`src/rtl/reg_file_decoded.sv`:
```
// -----------------------------------------------------------------------------
// reg_file_decoded
//   Register file with an integrated, enable-gated one-hot write decoder,
//   two combinational read ports, optional write-to-read bypass and a PC
//   register that auto-increments on pc_inc.
//
// Ports
//   clk        rising-edge clock
//   rst_n      asynchronous active-low reset (clears storage and we_onehot)
//   we         write enable
//   wr_addr    write register select
//   wr_data    write data
//   pc_inc     advance the PC register by PC_STEP on this edge
//   ra_addr    read port A select
//   rb_addr    read port B select
//   ra_data    read port A data (combinational)
//   rb_data    read port B data (combinational)
//   pc_out     current PC register value (registered)
//   we_onehot  decoded write enables captured on the last edge
// -----------------------------------------------------------------------------
module reg_file_decoded #(
    parameter int ADDR_W   = 4,
    parameter int DATA_W   = 32,
    parameter int BYPASS   = 1,
    parameter int PC_INDEX = 15,
    parameter int PC_STEP  = 4
) (
    input  logic                     clk,
    input  logic                     rst_n,
    input  logic                     we,
    input  logic [ADDR_W-1:0]        wr_addr,
    input  logic [DATA_W-1:0]        wr_data,
    input  logic                     pc_inc,
    input  logic [ADDR_W-1:0]        ra_addr,
    input  logic [ADDR_W-1:0]        rb_addr,
    output logic [DATA_W-1:0]        ra_data,
    output logic [DATA_W-1:0]        rb_data,
    output logic [DATA_W-1:0]        pc_out,
    output logic [(1<<ADDR_W)-1:0]   we_onehot
);

    localparam int              NREGS     = 1 << ADDR_W;
    localparam logic [DATA_W-1:0] PC_STEP_V = DATA_W'(PC_STEP);
    localparam logic            BYP_EN    = (BYPASS != 0) ? 1'b1 : 1'b0;

    logic [DATA_W-1:0] regs_r [NREGS];
    logic [NREGS-1:0]  dec_s;
    logic [NREGS-1:0]  we_onehot_r;

    // One-hot write decoder: no bit is hot unless we is asserted.
    always_comb begin
        dec_s = {NREGS{1'b0}};
        if (we) begin
            dec_s[wr_addr] = 1'b1;
        end else begin
            dec_s = {NREGS{1'b0}};
        end
    end

    // Storage: an explicit write wins over the PC auto-increment.
    always_ff @(posedge clk or negedge rst_n) begin
        if (!rst_n) begin
            for (int i = 0; i < NREGS; i++) begin
                regs_r[i] <= {DATA_W{1'b0}};
            end
        end else begin
            for (int i = 0; i < NREGS; i++) begin
                if (dec_s[i]) begin
                    regs_r[i] <= wr_data;
                end else if ((i == PC_INDEX) && pc_inc) begin
                    // Modulo-2^DATA_W wrap is intentional and silent.
                    regs_r[i] <= regs_r[i] + PC_STEP_V;
                end else begin
                    regs_r[i] <= regs_r[i];
                end
            end
        end
    end

    // Capture of the decode so the control side can see which register moved.
    always_ff @(posedge clk or negedge rst_n) begin
        if (!rst_n) begin
            we_onehot_r <= {NREGS{1'b0}};
        end else begin
            we_onehot_r <= dec_s;
        end
    end

    // Read port A, forwarding the in-flight write when bypass is enabled.
    always_comb begin
        ra_data = regs_r[ra_addr];
        if (BYP_EN && we && (ra_addr == wr_addr)) begin
            ra_data = wr_data;
        end else begin
            ra_data = regs_r[ra_addr];
        end
    end

    // Read port B, same forwarding rule as port A.
    always_comb begin
        rb_data = regs_r[rb_addr];
        if (BYP_EN && we && (rb_addr == wr_addr)) begin
            rb_data = wr_data;
        end else begin
            rb_data = regs_r[rb_addr];
        end
    end

    assign pc_out    = regs_r[PC_INDEX];
    assign we_onehot = we_onehot_r;

endmodule

```
`config.mk`:
```
export PLATFORM = sky130hd
export DESIGN_NAME = reg_file_decoded
export DESIGN_NICKNAME = d
export VERILOG_FILES = /design/src/rtl/reg_file_decoded.sv
export SDC_FILE = /design/constraint.sdc
export NUM_CORES = 1
export LEC_CHECK = 0
export CORE_ASPECT_RATIO = 0.6
export CORE_MARGIN = 2
export CORE_UTILIZATION = 29
export DETAILED_ROUTE_END_ITERATION = 8
export PLACE_DENSITY = 0.51
export RECOVER_POWER = 50
export SYNTH_ARGS = -nofsm -noshare
export SYNTH_HDL_FRONTEND = slang
export SYNTH_SLANG_ARGS = --single-unit
```
`constraint.sdc`:
```
create_clock -name clk -period 2.7 [get_ports clk]
set_input_delay 0.54 -clock clk [delete_from_list [all_inputs] [get_ports clk]]
set_output_delay 0.54 -clock clk [all_outputs]
set_load 0.02 [all_outputs]
```
* Yosys cells after proc, flatten, opt, wreduce, memory -nomap -nowiden *
Index checks and enable logic that the tools add are counted.

operators by class
  add/sub/neg operators = 1
  $lt $le $gt $ge = 4
  equal/unequal tests = 2
  muxes and demuxes = 13
  bitwise operators = 2
  reductions and logical operators = 4

operators by type and width
  cell                     count
  $bmux W32 S4             2
  $mux W32                 8
  $add A32 B3 Y32 const B  1
  $mux W16                 1
  $ge A5 B5 Y1 const B     2
  $not A4 Y5               2
  $eq A4 B4 Y1             2
  $lt A4 B5 Y1 const B     1
  $demux W1 S4             1
  $ge A4 B1 Y1 const B     1
  $logic_and A1 B1 Y1      3
  $reduce_bool A2 Y1       1
  $mux W1                  1

word-level totals
  register bits = 528
  output and inout bits = 112

* Depth between registers and ports, before layout *
  depth in word-level cells = 6
  gate-level depth with buffers = 8

* Worst setup path after synthesis *
OpenSTA, ideal clock, no wires.

  path type = input-to-output
  start point = input port rb_addr[2]
  end point = output port rb_data[0]
  arrival time = 2238 ps
  required time = 2160 ps
  path slack = -78 ps
  stages on the path = 8
  buffers on the path = 3
  cells stage by stage = buf_2 xor2_1 nor3_1 nand3_1 and2_0 clkbuf_1 buf_2 a211oi_1

on the way
  word-level cells in the longest chain between the ends = 5
  elaborated cells on any way between the ends = 7
  those cells by class = eq/ne: 1; mux: 4; bitwise: 1; reduce/logical: 1

RTL lines
  item                                         RTL line  RTL
  from (decl)                                  35        input logic [ADDR_W-1:0] rb_addr,
  $not A4 Y5 (implied by the code)             105       rb_data = regs_r[rb_addr];
  $bmux W32 S4                                 105
  $mux W32 (implied by the code) (2 in a row)  105
  $mux W32 (*)                                 102       if (BYP_EN && we && (rb_addr == wr_addr)) begin
  to (decl)                                    37        output logic [DATA_W-1:0] rb_data,

Mark *: on every way between the ends. The rest lies on a longest branch, timed or not. The select of a mux whose other input is x is not followed.

* Worst setup path after layout *
  start point = register regs_r[388] in the netlist's numbering
  end point = output port rb_data[4]

on the way
  word-level cells in the longest chain between the ends = 4

RTL lines
  item                                         RTL line  RTL
  from (decl)                                  46        logic [DATA_W-1:0] regs_r [NREGS];
  from (signal, indexed assignment)            64        regs_r[i] <= {DATA_W{1'b0}};
  from (signal, indexed assignment)            69        regs_r[i] <= wr_data;
  from (signal, indexed assignment)            72        regs_r[i] <= regs_r[i] + PC_STEP_V;
  $bmux W32 S4                                 105
  $mux W32 (implied by the code) (2 in a row)  105
  $mux W32                                     102

No other way between the ends. The select of a mux whose other input is x is not followed.

==> qor.csv <==
metric,value,unit
fmax,0.3279,GHz
Worst setup EP type,output pin,
GP Congestion,0.8509,
Detailed Route Iter0 Violations,2368,
core box area,100200,µm²
synth warn,0,
Top Ports,160,
Post-Layout Cell Count,4171,
clock buffer depth,3,
Filler cells,9307,
H-tree lvl count,2,
Slew @ Worst Pin,1671,ps
CTS Root Buffer Type,clkbuf_16,
"FF+latch count, synth",528,
average via count per standard cell,5.460,
std cell rows,90,
synthesized area,29230,µm²
Synth area leader,dfrtp_1,
CTS tree,done,
multi-input logic area,16790,µm²
Max VDD drop,0.0004842,V
Tmin final,3049,ps
unrepaired setup endpoints after global routing,yes,
clock latency on the worst-skew pair,650,ps
failing checks,"max-capacitance violations, max-slew violations, negative setup slack",
WL per Instance,27.46,µm
Netlist cell types,42,
Syn Nets,2503,
P&R area growth vs syn,35.89,%
WP data arrival,2510,ps
Routed WL,114500,µm
total gr overflow,0,
final hold vios,0,
Final Cycle Share,112.9,%
CTS sink count,528,
final setup vio count,64,
Die H,249.9,µm
layout cells sized above 1,46.69,%
Pins Over Slew Limit,68,
Static Leak,16.85,nW
Most common cell on crit path,buf_6,
I/O Buffers,159,
post-synthesis average cell area,11.91,µm²
worst path cell trace,buf_6 -> mux4_2 -> nor2b_4 -> a2111oi_4 -> a211oi_4 -> buf_6,
largest net degree at the start of global routing,70,
routed vias,22770,
status,finished with violations,
worst hold path startpoint,regs_r[424],
Post-Route Skew,20.01,ps
"EDFF count, synth",0,
Synth top area share,45.20,%
CTS Buf Count,55,
Final WS setup,-349.3,ps
Reg area,13210,µm²
Final #Nets,2839,
First-pass DRT Iterations,5,
Main synth FF type,dfrtp_1,
DRC Markers,0,
synth top area cells,"dfrtp_1 45%, mux4_2 20%, mux2_2 11%",
worst-path fanout max,2,
Final Util,39.64,%
antenna violations before repair,1,
PD cells,711.9,nW/µm²
vias in the first global route,23720,
Clock Pin Slew Worst Setup and Hold Paths,60,ps
"Async S/R FF share, synth",100.0,%
placed insts,4000,
post-synthesis sequential area ratio,45.20,%
MaxCap Viol Count,2,
critical path type,reg2out,
Compound-Gate Fraction of Synth Area,4.053,%
xor/xnor cell area share of the yosys netlist,0.9887,%
worst setup path startpoint,regs_r[388],
first-pass GRT wire length,168600,µm
post-synthesis adder-cell area fraction,0.04280,%
die footprint,103400,µm²
crit start category,register,
GRT Resource Usage Total,22.11,%
most common library cells after synthesis,"626 x nand2_1, 528 x dfrtp_1, 288 x mux2_2, 258 x mux4_2, 121 x clkbuf_1",
Post-DRT Antenna Nets,0,
Initial Utilization,29.17,%
Die W,413.9,µm
delay of the slowest critical-path stage,490,ps
Final Power,0.02828,W
cell count after synthesis,2454,
most common cell in the synthesized netlist,nand2_1,
Slew headroom,-11.42,%
Simple-Gate Fraction of Synth Area,11.77,%
main combinational cell family by area after synthesis,multiplexers,
DPL Wire Length,75380,µm
"setup slack, reg-to-reg",170,ps
worst hold path type,reg2reg,
worst reg2reg startpoint,pc_out[3],
"Req. time, crit path",2160,ps
multiplexer share of the synthesized area,33.13,%
crit path max-delay cell type,a2111oi_4,
-- critical path: cells and delay by family (launching register included) --
| family | cells | cell delay (ps) |
|---|---|---|
| DFF | 1 | 400 |
| and+or+nand+nor | 1 | 150 |
| buffers and inverters | 2 | 290 |
| muxes | 1 | 460 |
| AOI/OAI and AO/OA | 2 | 570 |
-- metal layers --
layer,wire (µm),vias to the layer above,track usage (%)
met4,3963,0,7.443
met1,50770,12060,32.11
met5,0,-,0
li1,-,9433,-
met2,50710,1066,32.70
met3,9072,211,4.507
-- through the flow --
step | instance area [µm²] | hold slack (ps) | TNS (ps) | setup WS (ps)
2_1_floorplan | 29260 | 244.4 | -4172 | -77.77
3_3_place_gp | 34700 | 469.2 | -67150 | -1496
3_5_place_dp | 34700 | 484.1 | -64460 | -1364
4_1_cts | 39350 | 499.6 | -14110 | -350.9
5_1_grt | 39720 | 525.8 | -18540 | -410.9
6_report | 39730 | 497.3 | -12250 | -349.3
-- sequential cells by signal, indices dropped and copies added, names as in the netlist --
| signal | flops |
|---|---|
| regs_r | 480 |
| pc_out | 32 |
| we_onehot | 16 |
-- path summary, 6_finish.rpt --
kind | end | cells past startpoint
max | rb_data[4] | 6
min | regs_r[424] | 2
max reg2reg | pc_out[28] | 8
min reg2reg | regs_r[424] | 2
max in group asynchronous | regs_r[152] | 3
min in group asynchronous | regs_r[247] | 2
-- final cells by class --
cell class | instances | share of cell area (%)
Antenna cell | 1 | 0.006299
Clock buffer | 79 | 4.047
Clock inverter | 24 | 0.8756
Inverter | 13 | 0.1228
Multi-Input combinational cell | 1630 | 42.27
Sequential cell | 528 | 33.26
Tap cell | 1334 | 4.202
Timing Repair Buffer | 562 | 15.22
-- cell families after synthesis --
group	count (synthesis)
and+or+nand+nor	830
muxes	609
DFF	528
buffers and inverters	296
AOI/OAI and AO/OA	157
xor gates and xnor gates	33
adders and majority gates	1
-- cell usage in the layout, fill, tap and decap left out, types with 6 or more instances in the layout --
cell type	count
dfrtp_1	528
nand2_1	622
clkbuf_8	12
nand3_1	10
bufinv_16	8
mux2i_1	53
xor2_1	8
a211oi_4	25
buf_2	14
o21ai_0	26
buf_6	79
clkbuf_4	6
clkinv_2	10
buf_12	83
nor2_4	9
nor2_1	70
a2111oi_4	58
mux4_2	258
xnor2_1	20
clkbuf_1	16
a211oi_2	32
inv_1	10
and3_1	6
buf_16	10
nor3_1	6
mux2_2	288
buf_4	250
nor2b_1	16
nor2b_4	43
clkdlybuf4s50_1	81
buf_8	17
clkbuf_16	57
clkbuf_2	13
-- what timing repair did --
action | CTS | global route
setup endpoints to repair | 64 | 64
buffers inserted | 70 | 29
hold buffers | 1 | 0
pin swaps | 121 | 60
gates resized for setup | 693 | 106
gates cloned | 5 | 1
hold endpoints to repair | 35 | 0
-- report_power, final --
group	switching [W]	total [W]	internal, W
Combinational	0.00397	0.00881	0.00484
Clock	0.00347	0.00838	0.00491
Sequential	0.00144	0.0111	0.00965
No activity file was read; power rests on OpenSTA's default activity.
